## src/rtl/mask_gen_pkg.sv

```systemverilog
// Shared types for the thermometer/range mask generator.
// Holds mode codes, FSM state encoding and the count clamp helper.
package mask_gen_pkg;

   typedef enum logic [1:0] {
      IDLE  = 2'd0,
      BUILD = 2'd1,
      DONE  = 2'd2
   } state_t;

   localparam logic [1:0] MODE_LEFT      = 2'd0;
   localparam logic [1:0] MODE_RIGHT     = 2'd1;
   localparam logic [1:0] MODE_RANGE     = 2'd2;
   localparam logic [1:0] MODE_INV_RANGE = 2'd3;

   function automatic int unsigned clamp_cnt(
      input int unsigned cnt,
      input int unsigned w
   );
      return (cnt > w) ? w : cnt;
   endfunction

endpackage

```

## src/rtl/mask_gen_param_if.sv

```systemverilog
// Request/result bus of the mask generator.
// master: scan controller (drives i_*), slave: generator (drives o_*).
interface mask_gen_param_if #(
   parameter int W = 32
);
   localparam int CW = $clog2(W) + 1;

   logic          i_clr;
   logic          i_trig;
   logic [1:0]    i_mode;
   logic [CW-1:0] i_cnt_a;
   logic [CW-1:0] i_cnt_b;
   logic          o_busy;
   logic          o_done;
   logic [W-1:0]  o_mask;

   modport master (
      output i_clr, i_trig, i_mode, i_cnt_a, i_cnt_b,
      input  o_busy, o_done, o_mask
   );

   modport slave (
      input  i_clr, i_trig, i_mode, i_cnt_a, i_cnt_b,
      output o_busy, o_done, o_mask
   );
endinterface

```

## src/rtl/mask_gen_param_therm_builder.sv

```systemverilog
// One latched count and its thermometer register, filled one count bit per step.
// Ports: i_load latches i_cnt and zeroes o_therm; i_step applies bit i_k.
module therm_builder #(
   parameter int W  = 32,
   parameter int CW = $clog2(W) + 1,
   parameter int KW = $clog2(CW)
) (
   input  logic          i_clk,
   input  logic          i_rstn,
   input  logic          i_clr,
   input  logic          i_load,
   input  logic          i_step,
   input  logic [KW-1:0] i_k,
   input  logic [CW-1:0] i_cnt,
   output logic [W-1:0]  o_therm
);

   logic [CW-1:0] cnt_q;
   logic [CW-1:0] fill_n;
   logic [W-1:0]  therm_n;

   // Bit k adds 2^k ones at the LSB end; 2^k == W only when the
   // clamped count is exactly W, which means all ones.
   always_comb begin
      fill_n = CW'(1) << i_k;
      if (fill_n >= CW'(W))
         therm_n = '1;
      else
         therm_n = (o_therm << fill_n) | ~({W{1'b1}} << fill_n);
   end

   always_ff @(posedge i_clk or negedge i_rstn) begin
      if (!i_rstn) begin
         cnt_q   <= '0;
         o_therm <= '0;
      end else if (i_clr) begin
         cnt_q   <= '0;
         o_therm <= '0;
      end else if (i_load) begin
         cnt_q   <= i_cnt;
         o_therm <= '0;
      end else if (i_step && cnt_q[i_k]) begin
         o_therm <= therm_n;
      end
   end

endmodule

```

## src/rtl/mask_gen_param.sv

```systemverilog
// Iterative left/right/range/inverted-range mask generator with trig/done handshake.
// Ports: i_clk, i_rstn (async, active-low), bus (slave: clr/trig/mode/counts in, busy/done/mask out).
module mask_gen_param
   import mask_gen_pkg::*;
#(
   parameter int W = 32
) (
   input  logic        i_clk,
   input  logic        i_rstn,
   mask_gen_param_if.slave bus
);

   localparam int CW = $clog2(W) + 1;
   localparam int KW = $clog2(CW);

   state_t        state_q;
   state_t        state_d;
   logic [KW-1:0] k_q;
   logic [1:0]    mode_q;
   logic          done_q;
   logic          done_d;
   logic [W-1:0]  mask_q;
   logic [W-1:0]  mask_d;
   logic [W-1:0]  res;
   logic [W-1:0]  rev;
   logic [W-1:0]  therm_a;
   logic [W-1:0]  therm_b;
   logic [CW-1:0] cnt_a_c;
   logic [CW-1:0] cnt_b_c;
   logic          load;
   logic          step;

   assign cnt_a_c = CW'(clamp_cnt(32'(bus.i_cnt_a), W));
   assign cnt_b_c = CW'(clamp_cnt(32'(bus.i_cnt_b), W));

   assign load = (state_q == IDLE) && bus.i_trig && !bus.i_clr;
   assign step = (state_q == BUILD) && !bus.i_clr;

   therm_builder #(.W(W), .CW(CW), .KW(KW)) u_a (
      .i_clk   (i_clk),
      .i_rstn  (i_rstn),
      .i_clr   (bus.i_clr),
      .i_load  (load),
      .i_step  (step),
      .i_k     (k_q),
      .i_cnt   (cnt_a_c),
      .o_therm (therm_a)
   );

   therm_builder #(.W(W), .CW(CW), .KW(KW)) u_b (
      .i_clk   (i_clk),
      .i_rstn  (i_rstn),
      .i_clr   (bus.i_clr),
      .i_load  (load),
      .i_step  (step),
      .i_k     (k_q),
      .i_cnt   (cnt_b_c),
      .o_therm (therm_b)
   );

   always_ff @(posedge i_clk or negedge i_rstn) begin
      if (!i_rstn) begin
         state_q <= IDLE;
         k_q     <= '0;
         mode_q  <= MODE_LEFT;
         done_q  <= 1'b0;
         mask_q  <= '0;
      end else begin
         state_q <= state_d;
         done_q  <= done_d;
         mask_q  <= mask_d;
         if (bus.i_clr) begin
            k_q    <= '0;
            mode_q <= MODE_LEFT;
         end else if (load) begin
            k_q    <= KW'(CW - 1);
            mode_q <= bus.i_mode;
         end else if (step) begin
            k_q    <= k_q - 1'b1;
         end
      end
   end

   // DONE first loads the result, then waits for trig to fall,
   // so a trig dropped during BUILD still sees one result.
   always_comb begin
      state_d = state_q;
      unique case (state_q)
         IDLE:    if (bus.i_trig) state_d = BUILD;
         BUILD:   if (k_q == '0) state_d = DONE;
         DONE:    if (done_q && !bus.i_trig) state_d = IDLE;
         default: state_d = IDLE;
      endcase
      if (bus.i_clr) state_d = IDLE;
   end

   always_comb begin
      for (int i = 0; i < W; i++) rev[i] = therm_a[W-1-i];
      res = '0;
      unique case (mode_q)
         MODE_LEFT:      res = rev;
         MODE_RIGHT:     res = therm_a;
         MODE_RANGE:     res = therm_a & ~therm_b;
         MODE_INV_RANGE: res = ~(therm_a & ~therm_b);
         default:        res = '0;
      endcase
   end

   always_comb begin
      done_d = done_q;
      mask_d = mask_q;
      if (bus.i_clr) begin
         done_d = 1'b0;
         mask_d = '0;
      end else if (state_q == DONE && !done_q) begin
         done_d = 1'b1;
         mask_d = res;
      end else if (state_q == DONE && !bus.i_trig) begin
         done_d = 1'b0;
         mask_d = '0;
      end
   end

   assign bus.o_busy = (state_q == BUILD);
   assign bus.o_done = done_q;
   assign bus.o_mask = mask_q;

endmodule
```

## src/flat_wrapper.sv

```systemverilog
// flat-port wrapper written by rule: the top's interface ports become plain ports
module mask_gen_param_flat import mask_gen_pkg::*;
#(
   parameter int W = 32
)
  (i_clk, i_rstn, bus_i_clr, bus_i_trig, bus_i_mode, bus_i_cnt_a, bus_i_cnt_b, bus_o_busy, bus_o_done, bus_o_mask);
  mask_gen_param_if #(.W(W)) bus_i ();
  input  logic i_clk;
  input  logic i_rstn;
  input wire logic [$bits(bus_i.i_clr)-1:0] bus_i_clr;
  input wire logic [$bits(bus_i.i_trig)-1:0] bus_i_trig;
  input wire logic [$bits(bus_i.i_mode)-1:0] bus_i_mode;
  input wire logic [$bits(bus_i.i_cnt_a)-1:0] bus_i_cnt_a;
  input wire logic [$bits(bus_i.i_cnt_b)-1:0] bus_i_cnt_b;
  output wire logic [$bits(bus_i.o_busy)-1:0] bus_o_busy;
  output wire logic [$bits(bus_i.o_done)-1:0] bus_o_done;
  output wire logic [$bits(bus_i.o_mask)-1:0] bus_o_mask;
  assign bus_i.i_clr = bus_i_clr;
  assign bus_i.i_trig = bus_i_trig;
  assign bus_i.i_mode = bus_i_mode;
  assign bus_i.i_cnt_a = bus_i_cnt_a;
  assign bus_i.i_cnt_b = bus_i_cnt_b;
  assign bus_o_busy = bus_i.o_busy;
  assign bus_o_done = bus_i.o_done;
  assign bus_o_mask = bus_i.o_mask;
  mask_gen_param #(.W(W)) u_core (.i_clk(i_clk), .i_rstn(i_rstn), .bus(bus_i));
endmodule
```

## config.mk

```make
export PLATFORM = sky130hd
export DESIGN_NAME = mask_gen_param_flat
export DESIGN_NICKNAME = d
export VERILOG_FILES = /design/src/rtl/mask_gen_pkg.sv /design/src/rtl/mask_gen_param_if.sv /design/src/rtl/mask_gen_param_therm_builder.sv /design/src/rtl/mask_gen_param.sv /design/src/flat_wrapper.sv
export SDC_FILE = /design/constraint.sdc
export NUM_CORES = 1
export LEC_CHECK = 0
export BUFFER_PORTS_ARGS = -buffer_cell sky130_fd_sc_hd__buf_4
export CAP_MARGIN = 20
export CORE_AREA = 2 2 194 196
export CTS_CLUSTER_SIZE = 8
export DETAILED_ROUTE_END_ITERATION = 8
export DIE_AREA = 0 0 196 198
export PLACE_DENSITY = 0.48
export SLEW_MARGIN = 40
export SYNTH_ARGS = -nofsm -noshare
export SYNTH_HDL_FRONTEND = slang
export SYNTH_SLANG_ARGS = --single-unit
```

## constraint.sdc

```tcl
create_clock -name i_clk -period 3.1 [get_ports i_clk]
set_input_delay 0.31 -clock i_clk [delete_from_list [all_inputs] [get_ports i_clk]]
set_output_delay 0.31 -clock i_clk [all_outputs]
set_load 0.005 [all_outputs]
```

## Word level (Yosys, flattened, before mapping)

Cells that the tools add are included.

| storage, ports and cells | value |
|---|---|
| bits in registers | 116 |
| input port bits | 18 |
| output and inout bits | 34 |
| word-level logic and storage cells | 87 |

| operators by class | value |
|---|---|
| $add $sub $neg | 1 |
| order comparisons | 4 |
| equal/unequal tests | 8 |
| shift operators | 4 |
| mux-type cells | 35 |
| bitwise operators | 6 |
| reduce and logical (&&, ||, !) cells | 20 |

Operator list:

| operator | number |
|---|---|
| $mux 32 | 11 |
| $pmux 32 s4 | 1 |
| $not 32->32 | 3 |
| $or 32x32->32 | 2 |
| $shl 32x6->32 | 2 |
| $mux 6 | 6 |
| $and 32x32->32 | 1 |
| $shl 32x6->32 const A | 1 |
| $gt 6x6->1 const B | 2 |
| $mux 2 | 6 |
| $reduce_bool 3->1 | 4 |
| $mux 3 | 3 |
| $logic_and 1x1->1 | 8 |
| $bmux 1 s3 | 2 |
| $eq 2x2->1 const B | 3 |
| $ge 6x6->1 const B | 1 |
| $ne 3x2->1 const B | 2 |
| $pmux 2 s3 | 1 |
| $shl 1x3->6 const A | 1 |
| $mux 1 | 5 |
| $eq 2x1->1 const B | 2 |
| $logic_not 2->1 | 2 |
| $lt 3x4->1 const B | 1 |
| $logic_not 1->1 | 3 |
| 5 further kinds | 5 |

## Longest topological paths before layout

| depth | value |
|---|---|
| depth in word-level cells | 8 |
| depth in mapped cells | 11 |
| gate-level depth less buffers | 7 |

## Modules after synthesis

Synthesis repeated with hierarchy kept, for this count alone.

| unflattened totals | value |
|---|---|
| cell total of the unflattened synthesis | 949 |
| area total of the unflattened synthesis | 8460.6 um^2 |

Modules (own cells, without submodules):

| module | instances | cells an instance | area each (um^2) | sequential area each (um^2) |
|---|---|---|---|---|
| therm_builder | 2 | 321 | 2935.3 | 950.9 |
| mask_gen_param | 1 | 307 | 2590.0 | 1001.0 |

## Least setup slack after synthesis

Ideal clock, no wire load.

| path | value |
|---|---|
| path kind | flip-flop to flip-flop |
| start | register u_core.k_q[0] |
| end | register u_core.u_a.o_therm[16] |
| arrival | 2.292 ns |
| required time | 2.970 ns |
| slack | 0.678 ns |
| cell stages (with the launch flop) | 10 |
| clock period less this slack | 2.422 ns |
| path through | dfrtp_1 -> inv_1 -> ha_1 -> buf_6 -> buf_4 -> or4b_2 -> o221ai_1 -> mux2i_1 -> a32oi_1 -> o21ai_0 |

| between the ends | value |
|---|---|
| longest elaborated chain between the ends | 8 |
| elaborated cells between the ends (all ways) | 14 |
| classes of those cells | order compare: 1; shift: 3; mux: 6; bitwise: 2; reduce/logical: 2 |

RTL lines:

| element | RTL line | text |
|---|---|---|
| start, declared | mask_gen_param.sv:18 | `logic [KW-1:0] k_q;` |
| start signal, assigned | mask_gen_param.sv:76 | `k_q <= KW'(CW - 1);` |
| start signal, assigned | mask_gen_param.sv:79 | `k_q <= k_q - 1'b1;` |
| $shl 1x3->6 | mask_gen_param_therm_builder.sv:25 | `fill_n = CW'(1) << i_k;` |
| $shl 32x6->32 | mask_gen_param_therm_builder.sv:29 | `therm_n = (o_therm << fill_n) \| ~({W{1'b1}} << fill_n);` |
| $not 32->32 | mask_gen_param_therm_builder.sv:29 |  |
| $or 32x32->32 | mask_gen_param_therm_builder.sv:29 |  |
| $mux 32 | mask_gen_param_therm_builder.sv:26 | `if (fill_n >= CW'(W))` |
| $mux 32 | mask_gen_param_therm_builder.sv:42 | `end else if (i_step && cnt_q[i_k]) begin` |
| $mux 32 | mask_gen_param_therm_builder.sv:39 | `end else if (i_load) begin` |
| $mux 32 | mask_gen_param_therm_builder.sv:36 | `end else if (i_clr) begin` |
| end signal, assigned | mask_gen_param_therm_builder.sv:43 | `o_therm <= therm_n;` |
| end, declared | mask_gen_param_therm_builder.sv:15 | `output logic [W-1:0] o_therm` |

Parallel ways exist; a longest one is shown, timed or not. The select of a mux whose other input is x is not followed.
A chain may end at the register's enable or synchronous reset.

## Worst setup path in the final report

| path | value |
|---|---|
| start | register u_core.k_q[0] |
| end | register u_core.u_a.o_therm[29] |

The elaborated chain is that of the path after synthesis.

==> results.yml <==
status:
  status: "finished, final reports clean"
worst_hold_path:
  hold_path.class: "in2reg"
setup_path:
  cpMaxStageDelayCell: "a2111oi_0"
  critPathLaunchType: "flop"
  required_ns: 3.44
  crit_buf_inv: 2
  cp-end-kind: "flop"
  cp_cell_sequence: "buf_4, ha_1, buf_12, and2b_1, nand2_1, a2111oi_0, a211oi_1, o211ai_1"
  critPathKind: "reg2reg"
  critPathArrivalTime_ns: 3.40
  max_stage_delay_ns: 0.68
  cp_top_family: "compound AO/OA/AOI/OAI gates"
  path_max_fanout: 24
sta:
  setup_viol: 0
  tns_ns: 0
  worst_pin_slew_ns: 0.8396
  fin_worst_skew_ns: 0.01131
  fin_crit_sh: 0.9844
  slew_viol_final: 0
  hold_violations: 0
  period_needed_ns: 3.052
  max_slew_margin: 0.4392
  fmax_mhz: 327.7
  rsz0062_at_grt: "false"
logic_synthesis:
  syn_inst: 1195
  synth_compound_area_frac: 0.3493
  ys_ff_latch: 116
  synth.top_cell.area_share: 0.2865
  synth.avg_cell_area_sq_um: 8.480
  yosys_warnings: 0
  synth_xor_area_frac: 0
  yosysMostFrequentCell: "a21oi_1"
  synth_common_cells: "a21oi_1 (122), dfrtp_1 (116), nand2_1 (87)"
  synthArstFlopShare: 1.000
  synth-edff-count: 0
  yosysTopAreaCell: "dfrtp_1"
  yosysUniqueCellTypes: 77
  synthMuxAreaShare: 0.1280
  syn_area_sq_um: 10130
  synth_seq_area_share: 0.2865
  yosys.area_share.adder: 0.006174
  synth_top_family_by_area: "compound AO/OA/AOI/OAI gates"
  ys.flop_type: "dfrtp_1"
  netlist_top_cells_area: "dfrtp_1 (29%), a21oi_1 (6.0%), a22o_1 (5.5%)"
  yosys.area_share.simple: 0.1445
  synth_nets: 1218
global_routing:
  overflow: 0
  grt_pass1_vias: 10020
  antenna_found_initial: 0
  grt_max_degree: 95
  grt_usage: 0.2438
  grt_pass1_wl_um: 69670
clocking:
  clock_sinks: 116
  insertion_delay_ns: 0.44
  numCtsBuffers: 17
  clockBufferDepth: 2
  cts_tree: "done"
  h-tree-depth: 4
  clkSlewWorstSetupHoldPaths_ns: 0.06
  root_buffer: "clkbuf_16"
floorplan:
  rows: 71
  die_w_um: 196
  start_util: 0.2742
  dieArea_sq_um: 38810
  die_y_um: 198
  coreArea_sq_um: 36960
  boundaryPins: 52
placement:
  portBuffers: 51
  gp_congestion: 0.9821
  dp_hpwl_um: 34920
  dp.cells: 1670
pwr:
  ir_drop_mv: 0.3774
  power_density_nw_per_um2: 517.4
  p_leak_nw: 4.860
routing:
  drt_first_iter_violations: 1354
  vias_per_cell: 6.343
  remaining_drc_errors: 0
  drtPass1Iterations: 6
  routed_wl_um: 47630
  vias: 10800
  ant_nets: 0
  wire_per_inst_um: 27.97
final_layout:
  layout.nets: 1241
  fin_util: 0.3237
  insertedDiodeCount: 0
  drive_gt1_frac: 0.2099
  synthToLayoutAreaGrowth_pct: 18.04
  stdcell_count: 1703
flow_run:
  drv_cap: 0
timing repair:
action	in CTS	in global routing
resized for setup	0	1
hold endpoints to repair	31	0
hold buffers	1	0
setup endpoints to repair	0	3
setup buffers	0	2
final timing paths:
path / from / endpoint / slack (ns) / depth (start not counted)
setup / recovery: u_core.k_q[0] / u_core.u_a.o_therm[29] / 0.05 / 8
hold / removal: bus_i_mode[1] / u_core.mode_q[1] / 0.08 / 3
setup reg to reg: u_core.k_q[0] / u_core.u_a.o_therm[29] / 0.05 / 8
hold reg to reg: u_core.bus.o_mask[11] / u_core.bus.o_mask[11] / 0.50 / 1
max in group asynchronous: i_rstn / u_core.u_a.o_therm[21] / 1.85 / 3
min in group asynchronous: i_rstn / u_core.bus.o_mask[24] / 0.39 / 2
final cells by class:
class,instances,area [sq um]
Clock buffer,21,470.5
Clock inverter,9,128.9
Fill cell,3880,24990
Inverter,46,172.7
Multi-Input combinational cell,889,6426
Sequential cell,116,2907
Tap cell,474,593.1
Timing Repair Buffer,148,1264
power by group:
group	total [mW]	internal, mW	switching (mW)
combinational	2.43	0.921	1.51
sequential	1.66	1.56	0.103
clock	2.10	1.31	0.781
total	6.19	3.79	2.40
registers in the layout, summed over array words and instances, names as in the netlist:
name,count
u_core.u_a.cnt_q,6
u_core.u_b.o_therm,32
u_core.bus.o_done,1
u_core.mode_q,2
u_core.k_q,3
u_core.state_q,2
u_core.bus.o_mask,32
u_core.u_a.o_therm,32
u_core.u_b.cnt_q,6
through the flow:
| stage | hold slack [ns] | worst slack, ns | instance area [sq um] | power, mW |
|---|---|---|---|---|
| after detailed placement | 0.3142 | 0.1479 | 11330 | 4.022 |
| after global placement | 0.3208 | -0.4140 | 11320 | 4.040 |
| after CTS | 0.06978 | 0.1302 | 11940 | 6.142 |
| final | 0.07983 | 0.04836 | 11960 | 6.189 |
| after floorplan | 0.01441 | 0.6782 | 10130 | 3.133 |
| after global routing | 0.07476 | 0.01132 | 11960 | 6.411 |
per-layer routing:
metal  part of all wire  vias to the layer above  GRT usage  wire (um)
met5                  0                        -          0          0
met2               0.43                      673     0.3663      20670
li1                   -                     4629          -          -
met3              0.090                      137    0.05093       4266
met4              0.039                        0    0.09400       1856
met1               0.44                     5363     0.3420      20840
worst register-to-register path, delay by kind of cell, from the launching register on:
family | cells | cell delay [ns]
simple gates | 2 | 0.85
buf+inv | 2 | 0.42
compound gates | 3 | 0.97
flops | 1 | 0.37
fa+ha+maj | 1 | 0.37
logic make-up after synthesis:
| kind of cell | count (synthesis) |
|---|---|
| muxes | 92 |
| adders and majority gates | 5 |
| AOI/OAI and AO/OA | 500 |
| buffers and inverters | 190 |
| DFF | 116 |
| and+or+nand+nor | 292 |
layout by cell type, fill, tap and decap left out, types with 21 or more instances in the layout:
cell type	n
a211oi_1	24
a21oi_1	122
a22o_1	64
a311oi_1	39
a31oi_1	21
buf_4	135
dfrtp_1	113
inv_1	43
mux2i_1	46
mux4_2	23
nand2_1	87
nor2_1	68
nor2b_1	33
o21ai_0	60
o22ai_1	26
(Power assumes the default switching activity.)
